### config.mk
export PLATFORM = sky130hd
export DESIGN_NAME = xy_point_sequencer_flat
export DESIGN_NICKNAME = d
export VERILOG_FILES = /design/src/rtl/xy_seq_pkg.sv /design/src/rtl/xy_point_sequencer_if.sv /design/src/rtl/xy_point_table.sv /design/src/rtl/xy_point_sequencer.sv /design/src/flat_wrapper.sv
export SDC_FILE = /design/constraint.sdc
export NUM_CORES = 1
export LEC_CHECK = 0
export ABC_AREA = 1
export CAP_MARGIN = 20
export CORE_UTILIZATION = 55
export CTS_CLUSTER_SIZE = 10
export DETAILED_ROUTE_END_ITERATION = 12
export PLACE_DENSITY = 0.83
export SETUP_SLACK_MARGIN = 0.15
export SLEW_MARGIN = 20
export SYNTH_ARGS = -nofsm -noshare
export SYNTH_HDL_FRONTEND = slang
export SYNTH_HIERARCHICAL = 1
export SYNTH_SLANG_ARGS = --single-unit
### constraint.sdc
create_clock -name clk -period 3.36 [get_ports clk]
set_input_delay 0.504 -clock clk [delete_from_list [all_inputs] [get_ports clk]]
set_output_delay 0.504 -clock clk [all_outputs]
set_load 0.05 [all_outputs]
### src/rtl/xy_seq_pkg.sv
// Shared types and constants for the XY point sequencer: FSM encoding,
// point word field layout and default sizing.
package xy_seq_pkg;

  localparam int DEPTH_DEFAULT   = 32;
  localparam int DWELL_W_DEFAULT = 8;

  localparam int PT_W         = 16;
  localparam int PT_X_LSB     = 0;
  localparam int PT_X_W       = 8;
  localparam int PT_Y_LSB     = 8;
  localparam int PT_Y_W       = 7;
  localparam int PT_BLANK_BIT = 15;

  typedef enum logic [1:0] {
    ST_IDLE  = 2'd0,
    ST_FETCH = 2'd1,
    ST_DWELL = 2'd2
  } seq_state_e;

  function automatic logic [PT_W-1:0] pack_point(input logic              blank,
                                                 input logic [PT_Y_W-1:0] y,
                                                 input logic [PT_X_W-1:0] x);
    logic [PT_W-1:0] p;
    p                       = '0;
    p[PT_BLANK_BIT]         = blank;
    p[PT_Y_LSB +: PT_Y_W]   = y;
    p[PT_X_LSB +: PT_X_W]   = x;
    return p;
  endfunction

endpackage

### src/rtl/xy_point_sequencer_if.sv
// Point-table write channel of the XY point sequencer.
// A write transfers on a rising edge where wr_valid and wr_ready are both high;
// the master holds wr_addr/wr_data stable while wr_valid is high and not yet accepted.
interface xy_point_sequencer_if
  import xy_seq_pkg::*;
#(
  parameter int ADDR_W = 5
) ();

  logic              wr_valid;
  logic              wr_ready;
  logic [ADDR_W-1:0] wr_addr;
  logic [PT_W-1:0]   wr_data;

  modport master (output wr_valid, output wr_addr, output wr_data, input wr_ready);
  modport slave  (input wr_valid, input wr_addr, input wr_data, output wr_ready);

endinterface

### src/rtl/xy_point_table.sv
// Point storage: one synchronous write port, one asynchronous read port.
// Contents are deliberately not reset so a loaded frame survives a reset.
module xy_point_table
  import xy_seq_pkg::*;
#(
  parameter int DEPTH  = DEPTH_DEFAULT,
  parameter int ADDR_W = $clog2(DEPTH)
) (
  input  logic              clk,
  input  logic              we,
  input  logic [ADDR_W-1:0] waddr,
  input  logic [PT_W-1:0]   wdata,
  input  logic [ADDR_W-1:0] raddr,
  output logic [PT_W-1:0]   rdata
);

  logic [PT_W-1:0] mem [DEPTH];

  always_ff @(posedge clk) begin
    if (we) begin
      mem[waddr] <= wdata;
    end
  end

  assign rdata = mem[raddr];

endmodule

### src/rtl/xy_point_sequencer.sv
// Plays a table of XY points out to registered DAC outputs, holding each point
// for a configurable dwell, with optional frame looping and abort.
module xy_point_sequencer
  import xy_seq_pkg::*;
#(
  parameter int DEPTH   = DEPTH_DEFAULT,
  parameter int DWELL_W = DWELL_W_DEFAULT,
  parameter int ADDR_W  = $clog2(DEPTH)
) (
  input  logic                clk,
  input  logic                reset,
  xy_point_sequencer_if.slave wr_if,
  input  logic [ADDR_W-1:0]   cfg_last,
  input  logic [DWELL_W-1:0]  cfg_dwell,
  input  logic                cfg_loop,
  input  logic                start,
  input  logic                stop,
  output logic                busy,
  output logic [PT_X_W-1:0]   bnc_x,
  output logic [PT_Y_W-1:0]   bnc_y,
  output logic                bnc_blank,
  output logic                bnc_trig,
  output logic                frame_done,
  output seq_state_e          dbg_state
);

  seq_state_e         state_q, state_d;
  logic [ADDR_W-1:0]  idx_q, idx_d;
  logic [DWELL_W-1:0] cnt_q, cnt_d;
  logic [ADDR_W-1:0]  last_q, last_d;
  logic [DWELL_W-1:0] dwell_q, dwell_d;
  logic               loop_q, loop_d;
  logic [PT_X_W-1:0]  x_d;
  logic [PT_Y_W-1:0]  y_d;
  logic               blank_d, trig_d, frame_end;
  logic [PT_W-1:0]    rd_data;

  // Reset wins over a write arriving in the same cycle.
  xy_point_table #(.DEPTH(DEPTH), .ADDR_W(ADDR_W)) u_table (
    .clk   (clk),
    .we    (wr_if.wr_valid & wr_if.wr_ready & ~reset),
    .waddr (wr_if.wr_addr),
    .wdata (wr_if.wr_data),
    .raddr (idx_q),
    .rdata (rd_data)
  );

  always_ff @(posedge clk) begin
    if (reset) begin
      state_q   <= ST_IDLE;
      idx_q     <= '0;
      cnt_q     <= '0;
      last_q    <= '0;
      dwell_q   <= '0;
      loop_q    <= 1'b0;
      bnc_x     <= '0;
      bnc_y     <= '0;
      bnc_blank <= 1'b1;
      bnc_trig  <= 1'b0;
    end else begin
      state_q   <= state_d;
      idx_q     <= idx_d;
      cnt_q     <= cnt_d;
      last_q    <= last_d;
      dwell_q   <= dwell_d;
      loop_q    <= loop_d;
      bnc_x     <= x_d;
      bnc_y     <= y_d;
      bnc_blank <= blank_d;
      bnc_trig  <= trig_d;
    end
  end

  always_comb begin
    state_d   = state_q;
    idx_d     = idx_q;
    cnt_d     = cnt_q;
    last_d    = last_q;
    dwell_d   = dwell_q;
    loop_d    = loop_q;
    x_d       = bnc_x;
    y_d       = bnc_y;
    blank_d   = bnc_blank;
    trig_d    = 1'b0;
    frame_end = 1'b0;
    unique case (state_q)
      ST_IDLE: begin
        blank_d = 1'b1;
        if (start && !stop) begin
          last_d  = cfg_last;
          dwell_d = cfg_dwell;
          loop_d  = cfg_loop;
          idx_d   = '0;
          state_d = ST_FETCH;
        end
      end
      ST_FETCH: begin
        x_d     = rd_data[PT_X_LSB +: PT_X_W];
        y_d     = rd_data[PT_Y_LSB +: PT_Y_W];
        blank_d = rd_data[PT_BLANK_BIT];
        trig_d  = (idx_q == '0);
        cnt_d   = dwell_q;
        state_d = ST_DWELL;
      end
      ST_DWELL: begin
        if (cnt_q == '0) begin
          if (idx_q == last_q) begin
            frame_end = 1'b1;
            if (loop_q) begin
              last_d  = cfg_last;
              dwell_d = cfg_dwell;
              loop_d  = cfg_loop;
              idx_d   = '0;
              state_d = ST_FETCH;
            end else begin
              blank_d = 1'b1;
              state_d = ST_IDLE;
            end
          end else begin
            idx_d   = idx_q + ADDR_W'(1);
            state_d = ST_FETCH;
          end
        end else begin
          cnt_d = cnt_q - DWELL_W'(1);
        end
      end
      default: state_d = ST_IDLE;
    endcase
    // Abort overrides everything above: beam off, position frozen, no pulses.
    if (stop) begin
      state_d   = ST_IDLE;
      idx_d     = idx_q;
      x_d       = bnc_x;
      y_d       = bnc_y;
      blank_d   = 1'b1;
      trig_d    = 1'b0;
      frame_end = 1'b0;
    end
  end

  assign frame_done     = frame_end;
  assign busy           = (state_q != ST_IDLE);
  assign wr_if.wr_ready = (state_q != ST_FETCH);
  assign dbg_state      = state_q;

endmodule

### src/flat_wrapper.sv
// flat-port wrapper written by rule: the top's interface ports become plain ports
module xy_point_sequencer_flat import xy_seq_pkg::*;
#(
  parameter int DEPTH   = DEPTH_DEFAULT,
  parameter int DWELL_W = DWELL_W_DEFAULT,
  parameter int ADDR_W  = $clog2(DEPTH)
)
  (clk, reset, cfg_last, cfg_dwell, cfg_loop, start, stop, busy, bnc_x, bnc_y, bnc_blank, bnc_trig, frame_done, dbg_state, wr_if_wr_valid, wr_if_wr_addr, wr_if_wr_data, wr_if_wr_ready);
  xy_point_sequencer_if #(.ADDR_W(ADDR_W)) wr_if_i ();
  input  logic clk;
  input  logic reset;
  input  logic [ADDR_W-1:0] cfg_last;
  input  logic [DWELL_W-1:0] cfg_dwell;
  input  logic cfg_loop;
  input  logic start;
  input  logic stop;
  output logic busy;
  output logic [PT_X_W-1:0] bnc_x;
  output logic [PT_Y_W-1:0] bnc_y;
  output logic bnc_blank;
  output logic bnc_trig;
  output logic frame_done;
  output seq_state_e dbg_state;
  input wire logic [$bits(wr_if_i.wr_valid)-1:0] wr_if_wr_valid;
  input wire logic [$bits(wr_if_i.wr_addr)-1:0] wr_if_wr_addr;
  input wire logic [$bits(wr_if_i.wr_data)-1:0] wr_if_wr_data;
  output wire logic [$bits(wr_if_i.wr_ready)-1:0] wr_if_wr_ready;
  assign wr_if_i.wr_valid = wr_if_wr_valid;
  assign wr_if_i.wr_addr = wr_if_wr_addr;
  assign wr_if_i.wr_data = wr_if_wr_data;
  assign wr_if_wr_ready = wr_if_i.wr_ready;
  xy_point_sequencer #(.DEPTH(DEPTH), .DWELL_W(DWELL_W), .ADDR_W(ADDR_W)) u_core (.clk(clk), .reset(reset), .wr_if(wr_if_i), .cfg_last(cfg_last), .cfg_dwell(cfg_dwell), .cfg_loop(cfg_loop), .start(start), .stop(stop), .busy(busy), .bnc_x(bnc_x), .bnc_y(bnc_y), .bnc_blank(bnc_blank), .bnc_trig(bnc_trig), .frame_done(frame_done), .dbg_state(dbg_state));
endmodule
==> out/results.tsv, run 1 <==
metric	value	unit
wl_met1	21300	um
gp_congestion	0.888	
wire_per_inst	21.0	um
synthArstFlopShare	0	%
final_max_slew_viol_count	0	
crit_path_max_incr_delay	0.57	ns
crit_required	2.86	ns
hpwl	32600	um
grt_max_degree	131	
end_kind	primary output	
worst_slack	0.422	ns
ys_types	30	
core	41900	sq um
setup_viol	0	
irDropWorstVdd	0.308	mV
final_nets	2270	
final.period_utilization	87.4	%
synth_top_area_share	65.9	%
grt_pass1_vias	16200	
wl_met3	6750	um
holdCritStartpoint	u_core/bnc_x[6]$_SDFFE_PP0P_	
antenna_found_initial	0	
cts_tree	done	
vias_per_cell	5.92	
r2r_slack	0.81	ns
track_usage	27.0	%
critPathKind	reg2out	
whs_endpoint	u_core/bnc_x[6]$_SDFFE_PP0P_	
maxCapViolations	0	
cts_max_level	3	
synth-seq-cells	558	
grt_overflow_total	0	
outcome	finished clean	
avgSynthCellArea	10.9	sq um
critPathTopFamily	simple AND/OR/NAND/NOR gates	
drc_errors	0	
reg2reg_to	u_core/bnc_x[3]$_SDFFE_PP0P_	
final.setup.tns	0	ns
critPathSlowestCell	dfxtp_4	
synthTopCellsByArea	edfxtp_1 (66%), nand2_1 (13%), nand3_1 (9.0%)	
reg2reg_from	u_core/idx_q[0]$_SDFFE_PP0P_	
reg2reg_depth	12	
synth.largest_area_cell	edfxtp_1	
period_needed	2.94	ns
start_util	55.7	%
pre_cts_ws	0.455	ns
root_buffer	clkbuf_16	
grt_pass1_wl	89200	um
cts_buffers	66	
num_io_pins	62	
drt_iter0_markers	2330	
drive_gt1_share	7.34	%
min_path_cells	2	
synth_fp_nets	2186	
worst_path_most_repeated_cell	nand2_1	
tightest_slew	1.08	ns
cts_resized	0	
path_buf_inv	2	
cts_hold_buffers	0	
clkTransAtPathRegs	0.05	ns
syn_area	23300	sq um
startpoint_type	register	
vias	16500	
p_leak	0.00988	uW
insertion_delay	0.57	ns
die_w	208	um
synth_edf_count	512	
ys_warn_count	6	
utilization	62.8	%
slew_headroom	27.4	%
met2_length	28200	um
firstDrtPassIters	6	
finalHoldViolations	0	
post_cts_buffers	0	
powerDensity	568	nW/um^2
rsz0062_at_grt	no	
max_freq	0.340	GHz
finClkSkew	0.0176	ns
whs	0.465	ns
numPortBuffers	61	
core.rowCount	75	
hold_path_class	reg2reg	
crit_cells	7	
synth-main-ff-cell	edfxtp_1	
cts_max_path_buffers	3	
die_area	43300	sq um
top_layer	met4	
die_y	208	um
cts.sinks	558	
drt-total-wl	58400	um
cp_cell_sequence	inv_1 -> nand2_1 -> nand2_1 -> nor2_1 -> nand3_1 -> nor4_1 -> buf_12	
diodes	0	
area_delta_synth_final	12.8	%
syn-instance-count	2142	
ant_nets	0	
cp.arrival	2.43	ns
crit_fanout	24	
seq_area_frac_synth	69.8	%
==> cell usage in the layout (no fill, tap or decap), types with 13 or more instances in the layout <==
master / Yosys / layout
edfxtp_1: 512 / 512
nand2_1: 812 / 812
clkdlybuf4s50_1: 0 / 60
a21oi_1: 27 / 27
buf_4: 29 / 67
nand3_1: 421 / 421
nor2_1: 76 / 76
o21ai_0: 14 / 14
nand4_1: 15 / 15
inv_1: 70 / 68
dfxtp_1: 46 / 43
clkbuf_16: 0 / 69
clkbuf_1: 24 / 13
==> cells by family (layout without fill, tap and decap cells) <==
logic type / count (synthesis) / after routing / share of synthesized area, %
AOI/OAI and AO/OA: 45 / 45 / 1.00
xor gates and xnor gates: 5 / 5 / 0.188
adders and majority gates: 4 / 4 / 0.214
buffers and inverters: 198 / 303 / 4.79
DFF: 558 / 558 / 69.8
and+or+nand+nor: 1332 / 1332 / 24.0
==> per-stage QoR <==
step,instance area (sq um),std cells,power (uW)
after CTS,26300,2786,15000
final,26300,2786,15000
after detailed placement,24500,2697,8840
after floorplan,23300,2142,8440
after global routing,26300,2786,15400
after global placement,24500,2697,8810
==> state kept, by name, summed over array words and instances, names as in the netlist, 2 cells and up <==
name                flops
u_core/dwell_q          8
u_core/dbg_state        2
u_core/cnt_q            8
u_core/idx_q            5
u_core/bnc_y            7
u_core/u_table/mem    512
u_core/bnc_x            8
u_core/last_q           5
==> worst max path at each step <==
stage | start | end | slack [ns]
floorplan | u_core/dbg_state[1]$_SDFFE_PP0P_ | frame_done | 0.27
global placement | reset | u_core/u_table/mem[15][14]$_DFFE_PP_ | 0.51
detailed placement | reset | u_core/u_table/mem[16][14]$_DFFE_PP_ | 0.46
CTS | u_core/idx_q[0]$_SDFFE_PP0P_ | frame_done | 0.41
global route | u_core/idx_q[0]$_SDFFE_PP0P_ | frame_done | 0.33
finish | u_core/idx_q[0]$_SDFFE_PP0P_ | frame_done | 0.42
==> worst min-delay path: stages (launching register included) <==
cell and delay [ns]:
dfxtp_1 0.31, nand2_1 0.06, a21oi_1 0.05
==> cells in the mapped netlist, types with 2 or more instances <==
cell type	number
buf_6	25
dfxtp_1	46
inv_2	5
nand3_1	421
edfxtp_1	512
inv_1	70
nor2_1	76
o21ai_0	14
buf_2	37
xor2_1	3
a21oi_1	27
xnor2_1	2
buf_1	4
o211ai_1	3
ha_1	4
nand2_1	812
buf_4	29
clkbuf_1	24
nand4_1	15
nor2_4	3
==> per-layer routing <==
layer | vias to the layer above | global-route usage [%]
met1 | 7824 | 34.7
met3 | 169 | 5.86
met2 | 1039 | 44.6
li1 | 7470 | -
met4 | 0 | 11.5
met5 | - | 0
==> report_power, final <==
group,internal (uW),leakage [uW],switching (uW)
logic,300,0.00401,789
registers,7630,0.00498,28.0
clock network,3690,0.000888,2520
total,11600,0.00988,3340
==> area by class of cell <==
class                           count  area, sq um
Sequential cell                   558        16300
Clock buffer                       83         1790
Multi-Input combinational cell   1386         5930
Tap cell                          539          674
Inverter                           77          297
Timing Repair Buffer              137         1300
Fill cell                        2954        15600
Clock inverter                      6         32.5
Power figures use the tool's default switching activity.
==> run 2, diff against run 1 <==
ABC_AREA = not set   (was 1)
ABC_CLOCK_PERIOD_IN_PS = 3360   (was not set)
==> run 2 against run 1 <==
Compared with the run above: routed wire length shrank 9.4%; flip-flop and latch count unchanged; non-clock buffer count grew 4; via count down 21%; synthesized cell count decreased by 35%; register-to-register slack worse by 0.10 ns; die area is 3.5% lower; utilization is 1.1 points higher; largest power group unchanged.
==> out/results.tsv, run 2 <==
metric	value	unit
seqCellArea	16300	sq um
setup_viol	0	
ys_warn_count	6	
tightest_slew	0.845	ns
vias_per_cell	6.28	
slew_headroom	43.6	%
cts_hold_buffers	0	
syn-instance-count	1394	
antenna_found_initial	0	
multiInputGateArea	5610	sq um
pre_cts_ws	0.589	ns
cts_max_level	2	
gp_congestion	0.874	
powerDensity	544	nW/um^2
largest_reg_flops	512	
r2r_slack	0.71	ns
cts_max_path_buffers	3	
cts_tree	done	
ys_types	59	
drt_iter0_markers	1885	
critPathSlowestCell	dfxtp_1	
period_needed	3.03	ns
seq_area_frac_synth	72.4	%
worst_slack	0.330	ns
die_w	204	um
post_cts_buffers	0	
ant_nets	0	
grt_overflow_total	0	
final_max_slew_viol_count	0	
max_freq	0.330	GHz
cp.arrival	2.53	ns
regMostFlops	u_core/u_table/mem	
rsz0062_at_grt	no	
finalHoldViolations	0	
cts_resized	2	
wire_per_inst	25.4	um
crit_required	2.86	ns
firstDrtPassIters	5	
clkTransAtPathRegs	0.05	ns
synthTopCellsByArea	edfxtp_1 (68%), mux2i_1 (12%), dfxtp_1 (4.1%)	
cts.sinks	558	
numPortBuffers	61	
drc_errors	0	
final_common_cell	edfxtp_1	
grt_pass1_wl	78100	um
maxCapViolations	0	
hold_path_class	reg2reg	
synth.largest_area_cell	edfxtp_1	
final_cell_mix	edfxtp_1 (512), mux2i_1 (274), buf_4 (76)	
synth_common_cells	edfxtp_1 (512), mux2i_1 (274), nand2_1 (71)	
synth-seq-cells	558	
outcome	finished clean	
die_y	204	um
yosysMostFrequentCell	edfxtp_1	
power.total	13900	uW
whs	0.459	ns
synth-main-ff-cell	edfxtp_1	
critPathKind	reg2out	
irDropWorstVdd	0.382	mV
crit_path_max_incr_delay	0.62	ns
final_nets	1563	
drive_gt1_share	10.6	%
cp_cell_sequence	xor2_1 -> nor4_4 -> nand2_4 -> nor4_2 -> buf_12	
startpoint_type	register	
diodes	0	
num_io_pins	62	
finClkSkew	0.0406	ns
insertion_delay	0.64	ns
synth_edf_count	512	
path_buf_inv	1	
die_area	41800	sq um
final.setup.tns	0	ns
synthArstFlopShare	0	%
start_util	56.2	%
drt-total-wl	52900	um
root_buffer	clkbuf_16	
cts_buffers	61	
area_delta_synth_final	13.7	%
avgSynthCellArea	16.2	sq um
core.rowCount	73	
vias	13100	
n_fill_cell	2648	
hpwl	31200	um
core	40100	sq um
crit_fanout	10	
final.period_utilization	90.2	%
synth_fp_nets	1438	
critPathTopFamily	simple AND/OR/NAND/NOR gates	
grt_max_degree	70	
p_leak	0.00785	uW
syn_area	22500	sq um
synth_top_area_share	68.3	%
end_kind	primary output	
grt_pass1_vias	13000	
track_usage	25.6	%
==> run 2: cell types whose count changed after synthesis, sizes merged, moves of 20 or more <==
cell	delta
a21oi	+28
a22o	+32
a22oi	+64
a31oi	+20
buf	-39
inv	-67
mux2i	+274
nand2	-741
nand2b	+33
nand3	-378
nor2	-32
==> run 2: per-layer routing <==
| metal | share of wire [%] | GRT usage (%) | routed length (um) |
|---|---|---|---|
| met5 | 0 | 0 | 0 |
| met2 | 46 | 39.7 | 24500 |
| met3 | 10 | 4.56 | 5530 |
| met1 | 38 | 34.5 | 20000 |
| met4 | 5.3 | 14.2 | 2800 |
==> run 2: worst reg2reg max path, cell delays in order (launching register included) <==
cell and delay [ns]:
dfxtp_1 0.62, nor2b_4 0.69, buf_4 0.29, a22oi_1 0.18
a31oi_1 0.40, nand3_1 0.19, nand2_1 0.11, a21oi_1 0.06
==> run 2: kinds of logic (layout without fill, tap and decap cells) <==
group / count (synthesis) / after routing / synth area share, %
adders and majority gates: 4 / 4 / 0.222
buffers and inverters: 89 / 255 / 2.88
xor gates and xnor gates: 7 / 7 / 0.272
AOI/OAI and AO/OA: 196 / 196 / 6.02
DFF: 558 / 558 / 72.4
muxes: 274 / 274 / 12.2
and+or+nand+nor: 266 / 266 / 6.08
==> run 2: final timing paths <==
path / startpoint / to / cells past startpoint
setup reg to reg: u_core/idx_q[1]$_SDFFE_PP0P_ / u_core/bnc_y[2]$_SDFFE_PP0P_ / 7
hold / removal: u_core/bnc_y[6]$_SDFFE_PP0P_ / u_core/bnc_y[6]$_SDFFE_PP0P_ / 2
hold reg to reg: u_core/bnc_y[6]$_SDFFE_PP0P_ / u_core/bnc_y[6]$_SDFFE_PP0P_ / 2
setup / recovery: u_core/idx_q[1]$_SDFFE_PP0P_ / frame_done / 5
==> run 2: area by class of cell <==
cell class,count,share of cell area (%)
Clock inverter,3,0.230
Tap cell,525,2.57
Multi-Input combinational cell,747,21.9
Sequential cell,558,63.7
Timing Repair Buffer,141,4.92
Inverter,10,0.147
Clock buffer,101,6.55
==> run 2: report_power, final <==
group	total, uW	leakage (uW)	internal (uW)	switching [uW]
clock	5910	0.000825	3370	2540
sequential	7640	0.00498	7620	22.0
combinational	380	0.00204	116	265
==> run 2: metrics by stage <==
step                instances  cell area [sq um]  util [%]
CTS                      2085              25600      63.8
floorplan                1394              22500         -
finish                   2085              25600      63.8
detailed placement       1981              23800      59.5
global placement         1981              23800      59.5
global route             2085              25600      63.8
==> run 3, diff against run 2 <==
CORE_UTILIZATION = 50   (was 55)
PLACE_DENSITY = 0.78   (was 0.83)
==> run 3 against run 2 <==
Compared with the run above: global-route usage down 2.7 points; maximum frequency down 0.34%; non-clock buffer count down 8; hold slack worse by 0.0077 ns.
==> out/results.tsv, run 3 (synthesis results as in run 2) <==
metric	value	unit
crit_fanout	8	
period_needed	3.04	ns
finClkSkew	0.0302	ns
vias_per_cell	6.06	
pre_cts_ws	0.584	ns
track_usage	22.9	%
drt-total-wl	52800	um
die_y	214	um
grt_overflow_total	0	
crit_path_max_incr_delay	0.53	ns
cp.arrival	2.54	ns
grt_pass1_wl	78200	um
cts_resized	0	
power_frac_comb	2.6	%
seqPwrFrac	53.1	%
hpwl	32500	um
start_util	50.8	%
final.setup.tns	0	ns
end_kind	primary output	
critPathTopFamily	simple AND/OR/NAND/NOR gates	
irDropWorstVdd	0.371	mV
num_io_pins	62	
power.total	14400	uW
core.rowCount	77	
met2_usage	35.3	%
die_area	45900	sq um
critPathSlowestCell	nor4_1	
wire_per_inst	24.7	um
met1_usage	31.6	%
n_fill_cell	3319	
powerDensity	559	nW/um^2
regMostFlops	u_core/u_table/mem	
cts_buffers	66	
slew_headroom	43.4	%
cts_tree	done	
final.period_utilization	90.5	%
maxCapViolations	0	
outcome	finished clean	
finalHoldViolations	0	
cts_max_path_buffers	3	
cp_cell_sequence	inv_1 -> ha_1 -> nor3b_1 -> nand2_1 -> nor4_1 -> buf_12	
critPathKind	reg2out	
crit_required	2.86	ns
startpoint_type	register	
numPortBuffers	61	
worst_slack	0.320	ns
firstDrtPassIters	5	
final_nets	1560	
diodes	0	
p_leak	0.00791	uW
hold_path_class	reg2reg	
setup_viol	0	
final_cell_mix	edfxtp_1 (512), mux2i_1 (274), nand2_1 (71)	
clkPwrFrac	44.4	%
p_sw_share	19.5	%
final_common_cell	edfxtp_1	
antenna_found_initial	1	
top_usage_layer	met2	
intPower	11600	uW
drive_gt1_share	11.3	%
die_w	214	um
tightest_slew	0.848	ns
p_switching	2810	uW
insertion_delay	0.58	ns
drt_iter0_markers	1703	
largest_reg_flops	512	
area_delta_synth_final	14.3	%
root_buffer	clkbuf_16	
final_max_slew_viol_count	0	
placed_cell_area	23800	sq um
vias	12900	
rsz0062_at_grt	no	
cts.sinks	558	
core	44300	sq um
grt_pass1_vias	12800	
grt.met3_usage	5.36	%
whs	0.452	ns
ant_nets	0	
postLayoutCellArea	25700	sq um
cts_hold_buffers	0	
cts_max_level	3	
path_buf_inv	2	
post_cts_buffers	0	
max_freq	0.329	GHz
grt_max_degree	101	
drc_errors	0	
clkTransAtPathRegs	0.05	ns
gp_congestion	0.932	
run 3: cell count changes in the layout (fill, tap and decap cells not counted), moves of 2 or more:
cell	change
buf_2	+7
clkbuf_16	+9
buf_4	-8
clkbuf_1	-21
clkbuf_8	+2
clkdlybuf4s50_1	-7
run 3: power by group through the flow:
| stage | registers, uW | logic, uW | clock network (uW) |
|---|---|---|---|
| 2_1_floorplan | 7790 | 129 | 0 |
| 3_3_place_gp | 7780 | 353 | 0 |
| 3_5_place_dp | 7780 | 364 | 0 |
| 4_1_cts | 7640 | 365 | 6470 |
| 5_1_grt | 7640 | 388 | 6730 |
| 6_report | 7640 | 367 | 6390 |
run 3: final cells by class:
| type | instances | area [sq um] | share of cell area, % |
|---|---|---|---|
| clock inverters | 3 | 51.3 | 0.199 |
| flip-flops and latches | 558 | 16300 | 63.3 |
| clock buffers | 91 | 1850 | 7.19 |
| repair buffers | 133 | 1170 | 4.54 |
| inverters | 10 | 37.5 | 0.146 |
| well taps | 592 | 741 | 2.88 |
| multi-input cells | 747 | 5590 | 21.7 |
run 3: final timing paths:
| check | slack (ns) | startpoint | cells past startpoint | end |
|---|---|---|---|---|
| max reg2reg | 0.81 | u_core/dbg_state[0]$_SDFFE_PP0P_ | 7 | u_core/u_table/mem[12][9]$_DFFE_PP_ |
| min reg2reg | 0.45 | u_core/bnc_x[0]$_SDFFE_PP0P_ | 2 | u_core/bnc_x[0]$_SDFFE_PP0P_ |
| min | 0.45 | u_core/bnc_x[0]$_SDFFE_PP0P_ | 2 | u_core/bnc_x[0]$_SDFFE_PP0P_ |
| max | 0.32 | u_core/cnt_q[0]$_SDFFE_PP0P_ | 6 | frame_done |
run 3: metrics by stage:
step | std cells | utilization (%)
2_1_floorplan | 1394 | -
3_3_place_gp | 2040 | 53.8
3_5_place_dp | 2040 | 53.8
4_1_cts | 2134 | 58.1
5_1_grt | 2134 | 58.1
6_report | 2134 | 58.1
run 3: worst min-delay path: stages (launching register included):
cell and delay, ns:
dfxtp_1 0.30, nand2_1 0.05, a21oi_1 0.05
run 3: routing by layer:
layer	up-vias	wire, um
li1	5673	-
met1	6392	20800
met2	753	24500
met3	115	5620
met4	0	1850
met5	-	0
